==> src/rtl/serial_sub_pkg.sv <==
// Shared types and constants for the bit-serial subtractor.
// The optional overflow output is enabled with the SERIAL_SUB_OVERFLOW_EN macro.
package serial_sub_pkg;

  typedef enum logic [1:0] {
    IDLE  = 2'd0,
    SHIFT = 2'd1,
    DONE  = 2'd2
  } state_t;

  localparam int WIDTH_DEFAULT = 4;

  // Never narrower than one bit, so a 2-bit subtractor still has a usable counter.
  function automatic int cnt_width(input int w);
    return (w < 2) ? 1 : $clog2(w);
  endfunction

  localparam int CNT_W_DEFAULT = cnt_width(WIDTH_DEFAULT);

endpackage

==> src/rtl/full_subtractor.sv <==
// One-bit full subtractor: difference and borrow-out of a - b - bin.
module full_subtractor (
  input  logic a,
  input  logic b,
  input  logic bin,
  output logic d,
  output logic bout
);

  assign d    = a ^ b ^ bin;
  assign bout = (~a & b) | (~a & bin) | (b & bin);

endmodule

==> src/rtl/serial_subtractor.sv <==
// Bit-serial subtractor computing A - B - BIN one bit per clock, LSB first.
// Define SERIAL_SUB_OVERFLOW_EN to add the registered two's-complement overflow output V.
module serial_subtractor
  import serial_sub_pkg::*;
#(
  parameter int WIDTH = WIDTH_DEFAULT
) (
  input  logic             clk,
  input  logic             rst,
  input  logic             start,
  input  logic [WIDTH-1:0] A,
  input  logic [WIDTH-1:0] B,
  input  logic             BIN,
  output logic [WIDTH-1:0] D,
  output logic             BOUT,
  output logic             busy,
  output logic             done
`ifdef SERIAL_SUB_OVERFLOW_EN
  ,
  output logic             V
`endif
);

  localparam int             CntW    = cnt_width(WIDTH);
  localparam logic [CntW-1:0] LastCnt = CntW'(WIDTH - 1);

  state_t            state_q, state_d;
  logic [WIDTH-1:0]  a_q, a_d;
  logic [WIDTH-1:0]  b_q, b_d;
  logic              br_q, br_d;
  logic [CntW-1:0]   cnt_q, cnt_d;
  logic [WIDTH-1:0]  diff_q, diff_d;
  logic              bout_q, bout_d;
`ifdef SERIAL_SUB_OVERFLOW_EN
  logic              v_q, v_d;
`endif

  logic fsBit;
  logic fsBorrow;

  full_subtractor u_fs (
    .a    (a_q[0]),
    .b    (b_q[0]),
    .bin  (br_q),
    .d    (fsBit),
    .bout (fsBorrow)
  );

  // Operands shift right so bit 0 always feeds the subtractor; results enter at the MSB.
  always_comb begin
    state_d = state_q;
    a_d     = a_q;
    b_d     = b_q;
    br_d    = br_q;
    cnt_d   = cnt_q;
    diff_d  = diff_q;
    bout_d  = bout_q;
`ifdef SERIAL_SUB_OVERFLOW_EN
    v_d     = v_q;
`endif
    case (state_q)
      IDLE: begin
        if (start) begin
          a_d     = A;
          b_d     = B;
          br_d    = BIN;
          cnt_d   = '0;
          state_d = SHIFT;
        end
      end
      SHIFT: begin
        a_d    = a_q >> 1;
        b_d    = b_q >> 1;
        br_d   = fsBorrow;
        diff_d = {fsBit, diff_q[WIDTH-1:1]};
        if (cnt_q == LastCnt) begin
          // On the MSB step br_q is the borrow into the MSB, fsBorrow the borrow out.
          bout_d  = fsBorrow;
`ifdef SERIAL_SUB_OVERFLOW_EN
          v_d     = br_q ^ fsBorrow;
`endif
          state_d = DONE;
        end else begin
          cnt_d = cnt_q + 1'b1;
        end
      end
      DONE: begin
        state_d = IDLE;
      end
      default: begin
        state_d = IDLE;
      end
    endcase
  end

  always_ff @(posedge clk) begin
    if (rst) begin
      state_q <= IDLE;
      a_q     <= '0;
      b_q     <= '0;
      br_q    <= 1'b0;
      cnt_q   <= '0;
      diff_q  <= '0;
      bout_q  <= 1'b0;
`ifdef SERIAL_SUB_OVERFLOW_EN
      v_q     <= 1'b0;
`endif
    end else begin
      state_q <= state_d;
      a_q     <= a_d;
      b_q     <= b_d;
      br_q    <= br_d;
      cnt_q   <= cnt_d;
      diff_q  <= diff_d;
      bout_q  <= bout_d;
`ifdef SERIAL_SUB_OVERFLOW_EN
      v_q     <= v_d;
`endif
    end
  end

  assign D    = diff_q;
  assign BOUT = bout_q;
  assign busy = (state_q == SHIFT);
  assign done = (state_q == DONE);
`ifdef SERIAL_SUB_OVERFLOW_EN
  assign V    = v_q;
`endif

endmodule

==> config.mk <==
export PLATFORM = sky130hd
export DESIGN_NAME = serial_subtractor
export DESIGN_NICKNAME = d
export VERILOG_FILES = /design/src/rtl/serial_sub_pkg.sv /design/src/rtl/full_subtractor.sv /design/src/rtl/serial_subtractor.sv
export SDC_FILE = /design/constraint.sdc
export NUM_CORES = 1
export LEC_CHECK = 0
export BUFFER_PORTS_ARGS = -buffer_cell sky130_fd_sc_hd__buf_2
export CAP_MARGIN = 20
export CORE_MARGIN = 4
export CORE_UTILIZATION = 46
export DETAILED_ROUTE_END_ITERATION = 12
export GPL_TIMING_DRIVEN = 0
export PLACE_DENSITY_LB_ADDON = 0.25
export SLEW_MARGIN = 20
export SYNTH_ARGS = -nofsm -noshare
export SYNTH_HDL_FRONTEND = slang
export SYNTH_SLANG_ARGS = --single-unit
==> constraint.sdc <==
create_clock -name clk -period 1 [get_ports clk]
set_input_delay 0.05 -clock clk [delete_from_list [all_inputs] [get_ports clk]]
set_output_delay 0.05 -clock clk [all_outputs]
set_load 0.02 [all_outputs]
==> flow_metrics.env <==
export IMPL_critPathLaunch="state_q[0]$_SDFFE_PP0P_"
export IMPL_clk_pin_slew_ns=0.11
export IMPL_clk_insertion_delay_late_ns=0.29
export IMPL_overflow=0
export IMPL_setup_violations=19
export IMPL_gp_congestion=0.7261
export IMPL_power_per_cell_area_mw_per_mm2=1343
export IMPL_r2r_end="b_q[2]$_SDFFE_PP0P_"
export IMPL_die_height_um=50.44
export IMPL_ys_seq_area_share_pct=43.50
export IMPL_yosys_most_used_dff="dfxtp_1"
export IMPL_drv_slew=0
export IMPL_dieArea_sq_mm=0.002544
export IMPL_yosysMostFrequentCell="dfxtp_1"
export IMPL_endpoint="done"
export IMPL_grt_max_degree=11
export IMPL_period_share_pct=122.3
export IMPL_tns_ns=-1.867
export IMPL_reg2reg_depth=5
export IMPL_start_kind="flop"
export IMPL_p_leak_nw=0.4407
export IMPL_slew_limit_headroom_pct=70.20
export IMPL_fin_crit_ns=1.223
export IMPL_vias=684
export IMPL_grt_pass1_vias=661
export IMPL_nNetsFinal=122
export IMPL_drc=0
export IMPL_coreArea_sq_mm=0.001708
export IMPL_r2r_slack_ns=-0.15
export IMPL_root_buffer="clkbuf_4"
export IMPL_htreeDepth=1
export IMPL_dp_hpwl_um=1246
export IMPL_placementRows=15
export IMPL_ys_warn_count=0
export IMPL_ys_types=24
export IMPL_drive_gt1_share_pct=47.17
export IMPL_yosysTopAreaCell="dfxtp_1"
export IMPL_cts_buffers=3
export IMPL_grt_antenna_before_repair=0
export IMPL_clockPowerShare_pct=25.1
export IMPL_min_delay_start="A[3]"
export IMPL_violations="setup timing"
export IMPL_worstPathRequired_ns=0.95
export IMPL_fmax_mhz=818.0
export IMPL_crit_arrival_ns=1.17
export IMPL_worstMarginPinSlew_ns=0.4470
export IMPL_synth_nets=97
export IMPL_viasPerCell=5.221
export IMPL_setup_slack_ns=-0.2225
export IMPL_synth_common_cells="18 x dfxtp_1, 14 x nor2_1, 10 x mux2i_1"
export IMPL_switching_power_mw=0.3919
export IMPL_wl_per_cell_um=13.44
export IMPL_status="complete, but fails checks"
export IMPL_start_util_pct=48.50
export IMPL_cts_tree="done"
export IMPL_ant_nets=0
export IMPL_io_pins=19
export IMPL_final_hold_violation_count=0
export IMPL_crit_path_max_fanout=4
export IMPL_async_flop_share_pct=0
export IMPL_utilization_pct=62.78
export IMPL_cts_max_path_buffers=2
export IMPL_grt_total_usage_pct=15.24
export IMPL_syn2layout_area_growth_pct=29.46
export IMPL_fillers=148
export IMPL_grt_pass1_wl_um=2939
export IMPL_avgSynthCellArea_sq_um=9.979
export IMPL_wirelength_um=1760
export IMPL_peakVddDrop_mv=0.9501
export IMPL_end_kind="output pin"
export IMPL_seq_power_share_pct=55.1
export IMPL_first_pass_iters=4
export IMPL_finClkSkew_ns=0.009955
export IMPL_portBuffers=17
export IMPL_synth_edff_count=0
export IMPL_cap_violations=0
export IMPL_min_path_type="in -> reg"
export IMPL_synthTopCellsByArea="dfxtp_1 44%, mux2i_1 12%, a211oi_1 7.3%, nor2_1 6.3%, buf_6 5.4%"
export IMPL_insertedDiodeCount=0
export IMPL_path_class="reg -> out"
export IMPL_combPwrFrac_pct=19.8
export IMPL_rr_startpoint="state_q[0]$_SDFFE_PP0P_"
export IMPL_yosysTopAreaCellShare_pct=43.50
export IMPL_fp_dieW_um=50.44
export IMPL_synth_seq_cells=18
export IMPL_clock_sinks=18
export IMPL_drt_iter0_markers=22
export IMPL_grt_setup_unrepaired="true"
export IMPL_p_int_mw=1.049
export IMPL_switching_share_pct=27.21
export IMPL_syn_area_sq_um=828.3
export IMPL_syn_inst=83
[placed cells by master (no fill, tap or decap)]
master | Yosys | layout
buf_4 | 0 | 3
a31oi_1 | 2 | 2
nand3_2 | 0 | 1
nor4b_1 | 1 | 1
ha_2 | 0 | 1
a211oi_1 | 8 | 5
nor2b_4 | 1 | 1
nor2_2 | 0 | 1
clkbuf_4 | 0 | 3
o21ai_0 | 2 | 1
mux2i_2 | 0 | 1
a21oi_1 | 4 | 3
dfxtp_2 | 0 | 5
nand4bb_1 | 2 | 2
o21ai_1 | 0 | 1
nor2_4 | 0 | 1
buf_8 | 0 | 3
buf_1 | 1 | 1
buf_6 | 4 | 4
o21bai_2 | 0 | 1
inv_2 | 0 | 1
a21oi_2 | 0 | 1
nor2_1 | 14 | 12
dfxtp_1 | 18 | 13
buf_2 | 1 | 16
nand3_1 | 3 | 2
nand3b_1 | 1 | 1
o21ba_2 | 1 | 1
fa_2 | 0 | 1
mux2i_1 | 10 | 9
and2b_2 | 1 | 1
nand2_1 | 3 | 3
a211oi_2 | 1 | 4
[worst min-delay path by stage]
stage,endpoint,slack (ns),depth (start not counted)
after detailed placement,a_q[3]$_SDFFE_PP0P_,0.34,3
after global routing,a_q[3]$_SDFFE_PP0P_,0.03,3
after CTS,a_q[3]$_SDFFE_PP0P_,0.03,3
after floorplan,a_q[3]$_SDFFE_PP0P_,0.22,2
final,a_q[3]$_SDFFE_PP0P_,0.04,3
after global placement,a_q[3]$_SDFFE_PP0P_,0.33,3
[power groups by stage]
stage | Sequential (mW) | Clock (mW) | Combinational, mW
finish | 0.793 | 0.362 | 0.285
global route | 0.799 | 0.402 | 0.310
CTS | 0.792 | 0.362 | 0.275
detailed placement | 0.808 | 0 | 0.241
global placement | 0.805 | 0 | 0.232
floorplan | 0.810 | 0 | 0.170
[cells by family after synthesis]
group | count (synthesis) | share of synthesized area (%)
compound gates | 19 | 16.01
mux | 10 | 12.09
buf+inv | 8 | 7.550
flops | 18 | 43.51
fa+ha+maj | 2 | 3.927
simple gates | 26 | 16.92
[timing repair]
item,4_1_cts,5_1_grt
hold buffers,0,0
endpoints found under the setup margin,15,20
pin swaps,7,7
gates resized for setup,14,10
setup buffers,4,0
[routing by layer]
| layer | up-vias | global-route usage [%] | routed length (um) | part of all wire [%] |
|---|---|---|---|---|
| met3 | 4 | 2.967 | 81 | 4.6 |
| li1 | 341 | - | - | - |
| met2 | 19 | 26.74 | 852 | 48 |
| met1 | 320 | 17.81 | 797 | 45 |
| met4 | 0 | 6.726 | 27 | 1.5 |
| met5 | - | 0 | 0 | 0 |
[per-stage QoR]
stage	instance area [sq um]	power [mW]	worst slack [ns]	cells	hold WS (ns)
final	1072	1.440	-0.2225	131	0.03574
after floorplan	837.1	0.9798	-0.06792	83	0.2234
after global placement	953.4	1.037	-0.09382	125	0.3331
after CTS	1047	1.429	-0.2203	132	0.03157
after detailed placement	953.4	1.048	-0.1271	125	0.3427
after global routing	1072	1.511	-0.2596	131	0.02814
[sequential cells by signal, indices dropped and copies added, names as in the netlist]
name     cells
D            4
a_q          4
b_q          4
cnt_q        2
state_q      2
BOUT         1
br_q         1
[cell type report]
type                    instances  area, sq um  area share, %
clock buffers                   3        22.52          2.100
inverters                       1        3.754         0.3501
flip-flops and latches         18        366.6          34.19
plain buffers                   6        65.06          6.068
well taps                      25        31.28          2.917
multi-input cells              57        451.7          42.12
repair buffers                 21        131.4          12.25
[critical path, cell delays in order, from the launching register on]
cell and delay, ns:
dfxtp_2 0.34, buf_8 0.12, buf_8 0.11, and2b_2 0.20, buf_6 0.11
Power figures use the tool's default switching activity.
